## src/rtl/cmt_cnt_pkg.sv

```systemverilog
// Compare-match timer shared definitions.
// Clock-select encodings, divisor limits and default widths.
package cmt_cnt_pkg;

  localparam int CMT_CW = 16;
  localparam int CMT_PW = 9;

  typedef enum logic [1:0] {
    CKS_DIV8   = 2'd0,
    CKS_DIV32  = 2'd1,
    CKS_DIV128 = 2'd2,
    CKS_DIV512 = 2'd3
  } cks_e;

  localparam logic [CMT_PW-1:0] CMT_DL8   = 9'd7;
  localparam logic [CMT_PW-1:0] CMT_DL32  = 9'd31;
  localparam logic [CMT_PW-1:0] CMT_DL128 = 9'd127;
  localparam logic [CMT_PW-1:0] CMT_DL512 = 9'd511;

  function automatic logic [CMT_PW-1:0] cmt_dl(
    input logic [1:0] cks
  );
    logic [CMT_PW-1:0] dl;
    dl = CMT_DL512;
    unique case (cks)
      CKS_DIV8:   dl = CMT_DL8;
      CKS_DIV32:  dl = CMT_DL32;
      CKS_DIV128: dl = CMT_DL128;
      CKS_DIV512: dl = CMT_DL512;
      default:    dl = CMT_DL512;
    endcase
    return dl;
  endfunction

endpackage

```

## src/rtl/cmt_cnt_chn.sv

```systemverilog
// One compare-match timer channel:
// prescaler, up-counter and sticky match flag.
module cmt_chn
  import cmt_cnt_pkg::*;
#(
  parameter int CW = CMT_CW,
  parameter int PW = CMT_PW
) (
  input  logic          clk,
  input  logic          rst_n,
  input  logic          str,
  input  logic [1:0]    cks,
  input  logic [CW-1:0] cmp,
  input  logic          set_cnt,
  input  logic [CW-1:0] wdata,
  input  logic          clr_cmf,
  output logic [CW-1:0] cnt,
  output logic          cmf
);

  logic [PW-1:0] presc;
  logic [PW-1:0] dl;
  logic          tick;
  logic          match;

  assign dl = PW'(cmt_dl(cks));

  // >= so a shrinking divisor never strands presc above the limit
  assign tick  = str && (presc >= dl);
  assign match = tick && !set_cnt && (cnt == cmp);

  always_ff @(posedge clk or negedge rst_n) begin
    if (!rst_n) begin
      presc <= '0;
    end else if (!str || tick) begin
      presc <= '0;
    end else begin
      presc <= presc + 1'b1;
    end
  end

  always_ff @(posedge clk or negedge rst_n) begin
    if (!rst_n) begin
      cnt <= '0;
    end else if (set_cnt) begin
      cnt <= wdata;
    end else if (match) begin
      cnt <= '0;
    end else if (tick) begin
      cnt <= cnt + 1'b1;
    end
  end

  always_ff @(posedge clk or negedge rst_n) begin
    if (!rst_n) begin
      cmf <= 1'b0;
    end else if (match) begin
      cmf <= 1'b1;
    end else if (clr_cmf) begin
      cmf <= 1'b0;
    end
  end

endmodule

```

## src/rtl/cmt_cnt.sv

```systemverilog
// Two-channel compare-match timer counter core.
// Pure wiring around two independent channels.
module cmt_cnt
  import cmt_cnt_pkg::*;
#(
  parameter int CW = CMT_CW,
  parameter int PW = CMT_PW
) (
  input  logic          clk,
  input  logic          rst_n,
  input  logic          str0_i,
  input  logic          str1_i,
  input  logic [1:0]    cks0_i,
  input  logic [1:0]    cks1_i,
  input  logic [CW-1:0] const0_i,
  input  logic [CW-1:0] const1_i,
  input  logic          set_cnt0_i,
  input  logic [CW-1:0] wdata_cnt0_i,
  input  logic          set_cnt1_i,
  input  logic [CW-1:0] wdata_cnt1_i,
  input  logic          clr_cmf0_i,
  input  logic          clr_cmf1_i,
  output logic [CW-1:0] cnt0_o,
  output logic [CW-1:0] cnt1_o,
  output logic          cmf0_o,
  output logic          cmf1_o
);

  cmt_chn #(
    .CW(CW),
    .PW(PW)
  ) u_chn0 (
    .clk     (clk),
    .rst_n   (rst_n),
    .str     (str0_i),
    .cks     (cks0_i),
    .cmp     (const0_i),
    .set_cnt (set_cnt0_i),
    .wdata   (wdata_cnt0_i),
    .clr_cmf (clr_cmf0_i),
    .cnt     (cnt0_o),
    .cmf     (cmf0_o)
  );

  cmt_chn #(
    .CW(CW),
    .PW(PW)
  ) u_chn1 (
    .clk     (clk),
    .rst_n   (rst_n),
    .str     (str1_i),
    .cks     (cks1_i),
    .cmp     (const1_i),
    .set_cnt (set_cnt1_i),
    .wdata   (wdata_cnt1_i),
    .clr_cmf (clr_cmf1_i),
    .cnt     (cnt1_o),
    .cmf     (cmf1_o)
  );

endmodule

```

## config.mk

```make
export PLATFORM = sky130hd
export DESIGN_NAME = cmt_cnt
export DESIGN_NICKNAME = d
export VERILOG_FILES = /design/src/rtl/cmt_cnt_pkg.sv /design/src/rtl/cmt_cnt_chn.sv /design/src/rtl/cmt_cnt.sv
export SDC_FILE = /design/constraint.sdc
export NUM_CORES = 1
export LEC_CHECK = 0
export BUFFER_PORTS_ARGS = -buffer_cell sky130_fd_sc_hd__buf_2
export CORE_MARGIN = 2
export CORE_UTILIZATION = 53
export DETAILED_ROUTE_END_ITERATION = 16
export PLACE_DENSITY = 0.82
export RECOVER_POWER = 50
export SYNTH_ARGS = -nofsm -noshare
export SYNTH_HDL_FRONTEND = slang
export SYNTH_SLANG_ARGS = --single-unit
```

## constraint.sdc

```tcl
create_clock -name clk -period 2.9 [get_ports clk]
set_input_delay 0.725 -clock clk [delete_from_list [all_inputs] [get_ports clk]]
set_output_delay 0.725 -clock clk [all_outputs]
set_load 0.02 [all_outputs]
```

==> results.yml, run 1 <==
pwr:
  power_frac_seq_pct: 51.3
  switching_share_pct: 33.4
  share_clk_of_total_power_pct: 27.0
  power.switching_w: 0.000552
  leakage_nw: 1.97
  internal_power_w: 0.00110
  cellPowerDensity_mw_per_mm2: 373
  comb_power_share_pct: 21.7
  worst_ir_drop_vdd_mv: 0.252
cells_and_area:
  area.growth.synth_to_final_pct: 19.5
  post_route_cells_drive_above_1_share_pct: 20.5
  nets: 641
  final_common_cell: "sky130_fd_sc_hd__buf_2"
  commonest_cells_after_routing_fill_and_taps_aside: "sky130_fd_sc_hd__buf_2, sky130_fd_sc_hd__dfrtp_1, sky130_fd_sc_hd__a21oi_1"
  antenna-diode-count: 0
clock_tree:
  clk_pin_slew_ps: 100
  cts_post_setup_buffers_inserted: 0
  holdBufCountCts: 0
  tritoncts: "done"
  max-clock-path-buffers: 2
  cts.repair.resized: 0
  tritoncts.num_buffers: 5
  htreeDepth: 2
  worstSkewPairLatency_ps: 310
  tritoncts_num_sinks: 52
  clockRootBuffer: "sky130_fd_sc_hd__clkbuf_8"
placement:
  dpl.hpwl_mm: 6.94
  port_buffers: 109
  post-place-ws_ps: -14.9
  globalplace.congestion: 0.887
floorplan:
  dieArea_mm2: 0.00768
  floorplan.die.height_um: 87.6
  fp.coreArea_mm2: 0.00679
  initial_core_util_pct: 54.5
  die_w_um: 87.6
  ioPinCount: 110
  core.rowCount: 30
synthesis:
  netlist_top_cells_area: "sky130_fd_sc_hd__dfrtp_1, sky130_fd_sc_hd__xnor2_1, sky130_fd_sc_hd__a21oi_1"
  postSynthNetCount: 543
  yosys_warn_count: 0
  ys_seq_elements: 52
  fraction_of_the_yosys_area_taken_by_sequential_cells_pct: 35.1
  synthesis.instances: 451
  synth-main-ff-cell: "sky130_fd_sc_hd__dfrtp_1"
  share_of_flip_flops_with_an_asynchronous_set_or_reset_pct: 100
  synth-edff-count: 0
  synthesis.area_mm2: 0.00371
  synth_cell_types: 37
  synth.top_cell.area_share_pct: 35.1
  yosysTopAreaCell: "sky130_fd_sc_hd__dfrtp_1"
  postSynthAreaPerCell_um2: 8.22
worst_hold_path:
  hold_path.startpoint: "u_chn1.cmf"
  timing.hold.worst.class: "register to register"
  min_delay_worst_endpoint: "u_chn1.cmf"
  worst_hold_path.num_cells: 2
grt:
  globalRouteOverflowTotal: 0
  global_route_wire_length_before_repair_mm: 15.2
  initial_antenna_violation_count: 0
  globalRouteTotalUtil_pct: 24.4
  grt_pass1_vias: 3383
  maximum_number_of_pins_on_one_net_before_global_route_repair: 33
worst_setup_path:
  rr_worst_depth: 7
  r2r_start: "u_chn1.presc[0]"
  reg2reg_setup_slack_ps: 430
  cp-end-kind: "register"
  worstSetupStartpointType: "input port"
  worst_ep_required_time_ps: 3100
  worst-endpoint-arrival_ps: 2780
  worstPathMaxFanout: 25
  criticalPathCategory: "input port to register"
  worst_r2r_endpoint: "u_chn1.cnt[15]"
drt:
  initialDrtViolationCount: 121
  drtPass1Iterations: 5
  routed_via_density: 5.69
  drt-total-wl_mm: 9.24
  route.vias.total: 3677
  drt.antenna.violating_nets: 0
  post-route-drc-count: 0
  route.detailed.wl_per_inst_um: 14.3
timing:
  setup_viol: 0
  report.final.slew_viol_count: 0
  hold_viol_final: 0
  rsz0062_at_grt: "no"
  finalCriticalPeriod_ps: 2580
  worst_slew_margin_rel_pct: 13.6
  setup_slack_ps: 317
  timing.clock.skew_ps: 11.3
  tightest_slew_ps: 1300
  clock.fmax_ghz: 0.387
  final_min_period_over_clock_period_pct: 89.1
  fin_worst_hold_slack_ps: 537
status:
  outcome: "completed"
job:
  maxCapViolCount: 0
stage by stage:
stage,instances,setup TNS [ps],utilization [%],power (W),instance area [um^2]
3_3_place_gp,638,0,64.3,0.00121,4370
2_1_floorplan,451,0,-,0.00107,3710
6_report,646,0,65.2,0.00165,4430
4_1_cts,646,0,65.7,0.00167,4460
3_5_place_dp,638,-15.0,64.3,0.00123,4370
5_1_grt,646,0,65.2,0.00175,4430
power groups by stage:
stage	Sequential, W	Combinational [W]	Clock (W)
final	0.000849	0.000359	0.000447
after global routing	0.000858	0.000400	0.000489
after CTS	0.000846	0.000367	0.000460
after detailed placement	0.000860	0.000366	0
after global placement	0.000857	0.000354	0
after floorplan	0.000865	0.000207	0
metal layers:
layer	track usage (%)	vias to the layer above	routed length [um]
li1	-	1812	-
met1	31.3	1712	4060
met2	42.6	142	4500
met3	4.43	11	584
met4	6.43	0	87
met5	0	-	0
worst max-delay path: stages:
cell	delay [ps]
sky130_fd_sc_hd__buf_2	110
sky130_fd_sc_hd__nor2_1	160
sky130_fd_sc_hd__ha_1	270
sky130_fd_sc_hd__a21oi_1	140
sky130_fd_sc_hd__o21ai_0	190
sky130_fd_sc_hd__a311oi_4	590
sky130_fd_sc_hd__buf_12	230
sky130_fd_sc_hd__nor3_1	60
sky130_fd_sc_hd__o21ai_0	180
sky130_fd_sc_hd__a21oi_1	100
final cells by class:
type                    instances  area, um^2
well taps                      96         120
clock inverters                 3        26.3
inverters                      26        97.6
clock buffers                   5        68.8
repair buffers                119         616
multi-input cells             345        2200
flip-flops and latches         52        1300
fillers                       592        2360
how the worst max path moves through the flow:
stage | end | cells past startpoint | from | slack (ps)
finish | u_chn1.cnt[13] | 10 | cks1_i[1] | 320
global route | u_chn1.cnt[11] | 10 | cks1_i[1] | 130
CTS | u_chn1.cnt[13] | 10 | cks1_i[1] | 330
detailed placement | u_chn1.cnt[13] | 10 | cks1_i[1] | -10
global placement | u_chn1.cnt[15] | 9 | cks1_i[1] | 110
floorplan | u_chn1.cnt[9] | 9 | cks1_i[1] | 350
synth_stat cells (8+ instances only):
library cell	number
sky130_fd_sc_hd__a21oi_1	45
sky130_fd_sc_hd__a32oi_1	16
sky130_fd_sc_hd__and2_1	8
sky130_fd_sc_hd__clkbuf_1	18
sky130_fd_sc_hd__dfrtp_1	52
sky130_fd_sc_hd__ha_1	16
sky130_fd_sc_hd__inv_1	26
sky130_fd_sc_hd__nand2_1	41
sky130_fd_sc_hd__nand3_1	37
sky130_fd_sc_hd__nand4_1	16
sky130_fd_sc_hd__nor2_1	25
sky130_fd_sc_hd__nor2b_1	11
sky130_fd_sc_hd__nor3_1	15
sky130_fd_sc_hd__o21ai_0	18
sky130_fd_sc_hd__xnor2_1	32
sky130_fd_sc_hd__xor2_1	14
sequential cells by signal, summed over array words and instances, names as in the netlist:
signal,cells
u_chn1.presc,9
u_chn1.cmf,1
u_chn1.cnt,16
u_chn0.cnt,16
u_chn0.presc,9
u_chn0.cmf,1
cells by family after synthesis:
| logic type | after synthesis | share of synthesized area [%] |
|---|---|---|
| compound gates | 99 | 16.4 |
| fa+ha+maj | 16 | 5.40 |
| flops | 52 | 35.1 |
| buf+inv | 54 | 6.14 |
| simple gates | 184 | 26.0 |
| xor+xnor | 46 | 10.9 |
(Power assumes the default switching activity.)
==> run 2, diff against run 1 <==
--- a/config.mk
+++ b/config.mk
@@ -6,10 +6,12 @@
 export NUM_CORES = 1
 export LEC_CHECK = 0
 export BUFFER_PORTS_ARGS = -buffer_cell sky130_fd_sc_hd__buf_2
+export CELL_PAD_IN_SITES_DETAIL_PLACEMENT = 0
+export CELL_PAD_IN_SITES_GLOBAL_PLACEMENT = 1
 export CORE_MARGIN = 2
-export CORE_UTILIZATION = 53
+export CORE_UTILIZATION = 38
 export DETAILED_ROUTE_END_ITERATION = 16
-export PLACE_DENSITY = 0.82
+export PLACE_DENSITY_LB_ADDON = 0.1
 export RECOVER_POWER = 50
 export SYNTH_ARGS = -nofsm -noshare
 export SYNTH_HDL_FRONTEND = slang
==> run 2 against run 1 <==
Clock power is 17% higher; first-iteration DRC count shrank 9.9%; core utilization is 18 points lower; final area up 2.0%; die area up 38%; register-to-register slack better by 130 ps; clock-buffer cell count grew 1; power grew 4.8%; combinational power is essentially flat; sequential power barely moved; critical endpoint is now u_chn1.cnt[9]; largest power group unchanged.
==> results.yml, run 2 (synthesis results as in run 1) <==
status:
  outcome: "completed"
cells_and_area:
  final.fill_count: 1023
  antenna-diode-count: 0
  post_route_cells_drive_above_1_share_pct: 21.3
  area.growth.synth_to_final_pct: 22.0
  final_common_cell: "sky130_fd_sc_hd__buf_2"
  finish.instance_area_mm2: 0.00452
  multi_input_comb_area_mm2: 0.00221
  largest_registers: "u_chn0.cnt (16), u_chn1.cnt (16)"
  final_cells: 686
  commonest_cells_after_routing_fill_and_taps_aside: "sky130_fd_sc_hd__buf_2, sky130_fd_sc_hd__dfrtp_1, sky130_fd_sc_hd__a21oi_1"
  nets: 644
  final-seq-area_mm2: 0.00130
drt:
  uppermost_layer_routed: "met4"
  route.vias.total: 3648
  route.detailed.wl_per_inst_um: 14.5
  met3RoutedLength_um: 534
  initialDrtViolationCount: 109
  routed_via_density: 5.32
  route.met2.wl_mm: 4.45
  post-route-drc-count: 0
  drt-total-wl_mm: 9.92
  drt.antenna.violating_nets: 0
  drtPass1Iterations: 6
  routedLengthMet1_mm: 4.82
worst_setup_path:
  worst_ep_required_time_ps: 3100
  critical_path.startpoint: "cks1_i[1]"
  worst-endpoint-arrival_ps: 2700
  criticalPathCategory: "input port to register"
  r2r_start: "u_chn0.cnt[1]"
  cp-end-kind: "register"
  worstSetupStartpointType: "input port"
  worstPathMaxFanout: 10
clock_tree:
  tritoncts: "done"
  htreeDepth: 2
  clk_pin_slew_ps: 100
  tritoncts_num_sinks: 52
  max-clock-path-buffers: 2
  tritoncts.num_buffers: 5
  cts.repair.resized: 0
  cts_post_setup_buffers_inserted: 0
  worstSkewPairLatency_ps: 310
  holdBufCountCts: 0
  clockRootBuffer: "sky130_fd_sc_hd__clkbuf_8"
grt:
  globalRouteOverflowTotal: 0
  maximum_number_of_pins_on_one_net_before_global_route_repair: 53
  global_route_wire_length_before_repair_mm: 15.9
  globalRouteTotalUtil_pct: 18.7
  initial_antenna_violation_count: 0
  grt_pass1_vias: 3232
timing:
  clock.fmax_ghz: 0.400
  tightest_slew_ps: 1390
  hold_viol_final: 0
  report.final.slew_viol_count: 0
  setup_viol: 0
  final_min_period_over_clock_period_pct: 86.1
  rsz0062_at_grt: "no"
  finalCriticalPeriod_ps: 2500
  fin_setup_tns_ps: 0
  timing.clock.skew_ps: 7.64
  fin_worst_hold_slack_ps: 532
  worst_slew_margin_rel_pct: 7.14
worst_hold_path:
  hold_path.startpoint: "u_chn0.cmf"
  timing.hold.worst.class: "register to register"
placement:
  port_buffers: 109
  dpl.cell_count: 678
  placement_cell_area_mm2: 0.00443
  dpl.hpwl_mm: 7.21
  globalplace.congestion: 0.799
floorplan:
  dieArea_mm2: 0.0106
  floorplan.die.height_um: 103
  core.rowCount: 36
  ioPinCount: 110
  initial_core_util_pct: 38.4
  die_w_um: 103
  fp.coreArea_mm2: 0.00964
pwr:
  worst_ir_drop_vdd_mv: 0.197
  cellPowerDensity_mw_per_mm2: 384
  leakage_nw: 2.00
job:
  maxCapViolCount: 0
## run 2: metrics by stage
| step | util (%) | setup WS, ps | power, W |
|---|---|---|---|
| floorplan | - | 345 | 0.00107 |
| CTS | 47.1 | 400 | 0.00177 |
| global route | 46.9 | 198 | 0.00183 |
| global placement | 46.0 | 111 | 0.00122 |
| detailed placement | 46.0 | 63.5 | 0.00123 |
| finish | 46.9 | 402 | 0.00173 |
## run 2: layout make-up
class | instances | area share [%]
multi-input combinational | 345 | 48.9
sequential | 52 | 28.8
timing repair buffer | 122 | 14.0
tap | 133 | 3.68
clock buffer | 6 | 1.61
inverter | 26 | 2.16
clock inverter | 2 | 0.858
## run 2: critical path, cell delays in order
cell and delay (ps):
sky130_fd_sc_hd__buf_2 110, sky130_fd_sc_hd__nor2_1 140, sky130_fd_sc_hd__ha_1 260, sky130_fd_sc_hd__a21oi_1 140, sky130_fd_sc_hd__o21ai_0 190, sky130_fd_sc_hd__a311oi_4 560
sky130_fd_sc_hd__buf_4 260, sky130_fd_sc_hd__nor4_1 60, sky130_fd_sc_hd__o21ai_0 160, sky130_fd_sc_hd__a21oi_1 80
## run 2: power breakdown
group,total [W],internal [W],switching (W)
sequential,0.000847,0.000764,0.0000837
clock,0.000525,0.000262,0.000263
combinational,0.000362,0.000162,0.000200
total,0.00173,0.00119,0.000547
## run 2: layer usage
| layer | GRT usage (%) | vias to the layer above |
|---|---|---|
| met5 | 0 | - |
| met1 | 26.4 | 1712 |
| li1 | - | 1821 |
| met2 | 30.7 | 106 |
| met4 | 4.25 | 0 |
| met3 | 2.51 | 9 |
## run 2: path summary, 6_finish.rpt
check / to / cells past startpoint / slack, ps
min reg2reg: u_chn0.cmf / 2 / 530
min in group asynchronous: u_chn0.cnt[3] / 2 / 800
min: u_chn0.cmf / 2 / 530
max: u_chn1.cnt[9] / 10 / 400
max reg2reg: u_chn0.cnt[12] / 7 / 560
max in group asynchronous: u_chn0.cnt[10] / 2 / 1250
==> run 3, diff against run 2 <==
--- a/config.mk
+++ b/config.mk
@@ -11,6 +11,7 @@
 export CORE_MARGIN = 2
 export CORE_UTILIZATION = 38
 export DETAILED_ROUTE_END_ITERATION = 16
+export GPL_TIMING_DRIVEN = 0
 export PLACE_DENSITY_LB_ADDON = 0.1
 export RECOVER_POWER = 50
 export SYNTH_ARGS = -nofsm -noshare
==> run 3 against run 2 <==
Combinational power rose by 9.7%; clock-buffer cell count decreased by 1; core utilization barely moved; cell count increased by 2.2%; setup slack worse by 130 ps; sequential cell count unchanged; via count rose by 2.7%; highest routed layer unchanged.
==> results.yml, run 3 (synthesis results as in run 1) <==
status:
  outcome: "completed"
timing:
  timing.clock.skew_ps: 7.04
  rsz0062_at_grt: "no"
  worst_slew_margin_rel_pct: 6.79
  report.final.slew_viol_count: 0
  clock.fmax_ghz: 0.381
  fin_worst_hold_slack_ps: 536
  tightest_slew_ps: 1400
  setup_viol: 0
  hold_viol_final: 0
  final_min_period_over_clock_period_pct: 90.6
  finalCriticalPeriod_ps: 2630
  setup_slack_ps: 274
clock_tree:
  tritoncts_num_sinks: 52
  cts_post_setup_buffers_inserted: 0
  clk_pin_slew_ps: 100
  holdBufCountCts: 0
  tritoncts.num_buffers: 5
  cts.repair.resized: 1
  max-clock-path-buffers: 2
  tritoncts: "done"
  clockRootBuffer: "sky130_fd_sc_hd__clkbuf_8"
  htreeDepth: 2
  worstSkewPairLatency_ps: 310
worst_setup_path:
  criticalPathCategory: "input port to register"
  cell_type_of_the_slowest_stage_on_the_worst_timing_path: "sky130_fd_sc_hd__a311oi_2"
  reg2reg_setup_slack_ps: 440
  r2r_start: "u_chn0.presc[7]"
  worst-endpoint-arrival_ps: 2820
  worstPathCellList: "buf_2 -> nor2_1 -> ha_1 -> a21oi_1 -> o21ai_0 -> a311oi_2 -> clkbuf_2 -> nor4_1 -> o21ai_0 -> a21oi_1"
  cp-end-kind: "register"
  worst_r2r_endpoint: "u_chn0.cnt[3]"
  worst_ep_required_time_ps: 3090
  rr_worst_depth: 8
  cpPeakStageDelay_ps: 530
  worstPathMaxFanout: 10
  worstSetupStartpointType: "input port"
worst_hold_path:
  worst_hold_path.num_cells: 2
  hold_path.startpoint: "u_chn1.cmf"
  timing.hold.worst.class: "register to register"
  min_delay_worst_endpoint: "u_chn1.cmf"
floorplan:
  fp.coreArea_mm2: 0.00964
  die_w_um: 103
  initial_core_util_pct: 38.4
  dieArea_mm2: 0.0106
  ioPinCount: 110
  core.rowCount: 36
  floorplan.die.height_um: 103
cells_and_area:
  post_route_cells_drive_above_1_share_pct: 21.0
  nets: 659
  area.growth.synth_to_final_pct: 22.1
  final.fill_count: 1017
  final_util_pct: 46.9
  finish.instance_area_mm2: 0.00452
  final_common_cell: "sky130_fd_sc_hd__buf_2"
  commonest_cells_after_routing_fill_and_taps_aside: "sky130_fd_sc_hd__buf_2, sky130_fd_sc_hd__dfrtp_1, sky130_fd_sc_hd__a21oi_1"
  antenna-diode-count: 0
  largest_registers: "u_chn0.cnt (16), u_chn1.cnt (16)"
  final_cells: 701
placement:
  port_buffers: 109
  placement_cell_area_mm2: 0.00442
  post-place-ws_ps: -340
  dpl.cell_count: 693
  dpl.hpwl_mm: 8.03
  globalplace.congestion: 0.827
grt:
  global_route_wire_length_before_repair_mm: 17.2
  globalRouteOverflowTotal: 0
  grt_pass1_vias: 3519
  globalRouteTotalUtil_pct: 20.6
  initial_antenna_violation_count: 0
  maximum_number_of_pins_on_one_net_before_global_route_repair: 53
pwr:
  leakage_nw: 2.00
  worst_ir_drop_vdd_mv: 0.195
  cellPowerDensity_mw_per_mm2: 385
drt:
  drtPass1Iterations: 4
  post-route-drc-count: 0
  initialDrtViolationCount: 124
  route.detailed.wl_per_inst_um: 15.5
  drt-total-wl_mm: 10.9
  drt.antenna.violating_nets: 0
  routed_via_density: 5.34
  route.vias.total: 3745
job:
  maxCapViolCount: 0
## run 3: cell type report
class	instances	area, um^2	share of cell area (%)
multi-input cells	345	2190	48.4
flip-flops and latches	52	1300	28.8
repair buffers	109	524	11.6
well taps	133	166	3.68
plain buffers	28	134	2.96
inverters	26	97.6	2.16
clock buffers	5	68.8	1.52
clock inverters	3	42.5	0.940
## run 3: power breakdown
part           leakage [nW]  internal [W]  switching, W  total (W)
logic                  1.33      0.000169      0.000228   0.000397
registers             0.616      0.000764     0.0000630   0.000827
clock network        0.0541      0.000256      0.000264   0.000520
total                  2.00       0.00119      0.000555    0.00174
## run 3: critical path: cells and delay by family
family | cells | cell delay, ps
compound gates | 5 | 1100
fa+ha+maj | 1 | 270
buf+inv | 2 | 450
simple gates | 2 | 270
## run 3: worst max-delay path by stage
stage / startpoint / end / slack, ps
global placement: cks1_i[1] / u_chn1.cnt[8] / -300
floorplan: cks1_i[1] / u_chn1.cnt[9] / 350
detailed placement: cks1_i[1] / u_chn1.cnt[14] / -340
CTS: cks0_i[1] / u_chn0.cnt[1] / 20
global route: cks1_i[1] / u_chn1.cnt[14] / 70
finish: cks1_i[1] / u_chn1.cnt[14] / 270
## run 3: stage by stage
step,power [W],TNS [ps]
3_5_place_dp,0.00124,-8880
6_report,0.00174,0
5_1_grt,0.00184,0
3_3_place_gp,0.00124,-7240
2_1_floorplan,0.00107,0
4_1_cts,0.00177,0
## run 3: per-layer routing
metal  up-vias  wire length [um]  global-route usage (%)
met1      1735              4950                    27.2
met2       144              4940                    34.4
li1       1848                 -                       -
met5         -                 0                       0
met3        18               765                    3.53
met4         0               233                    7.09
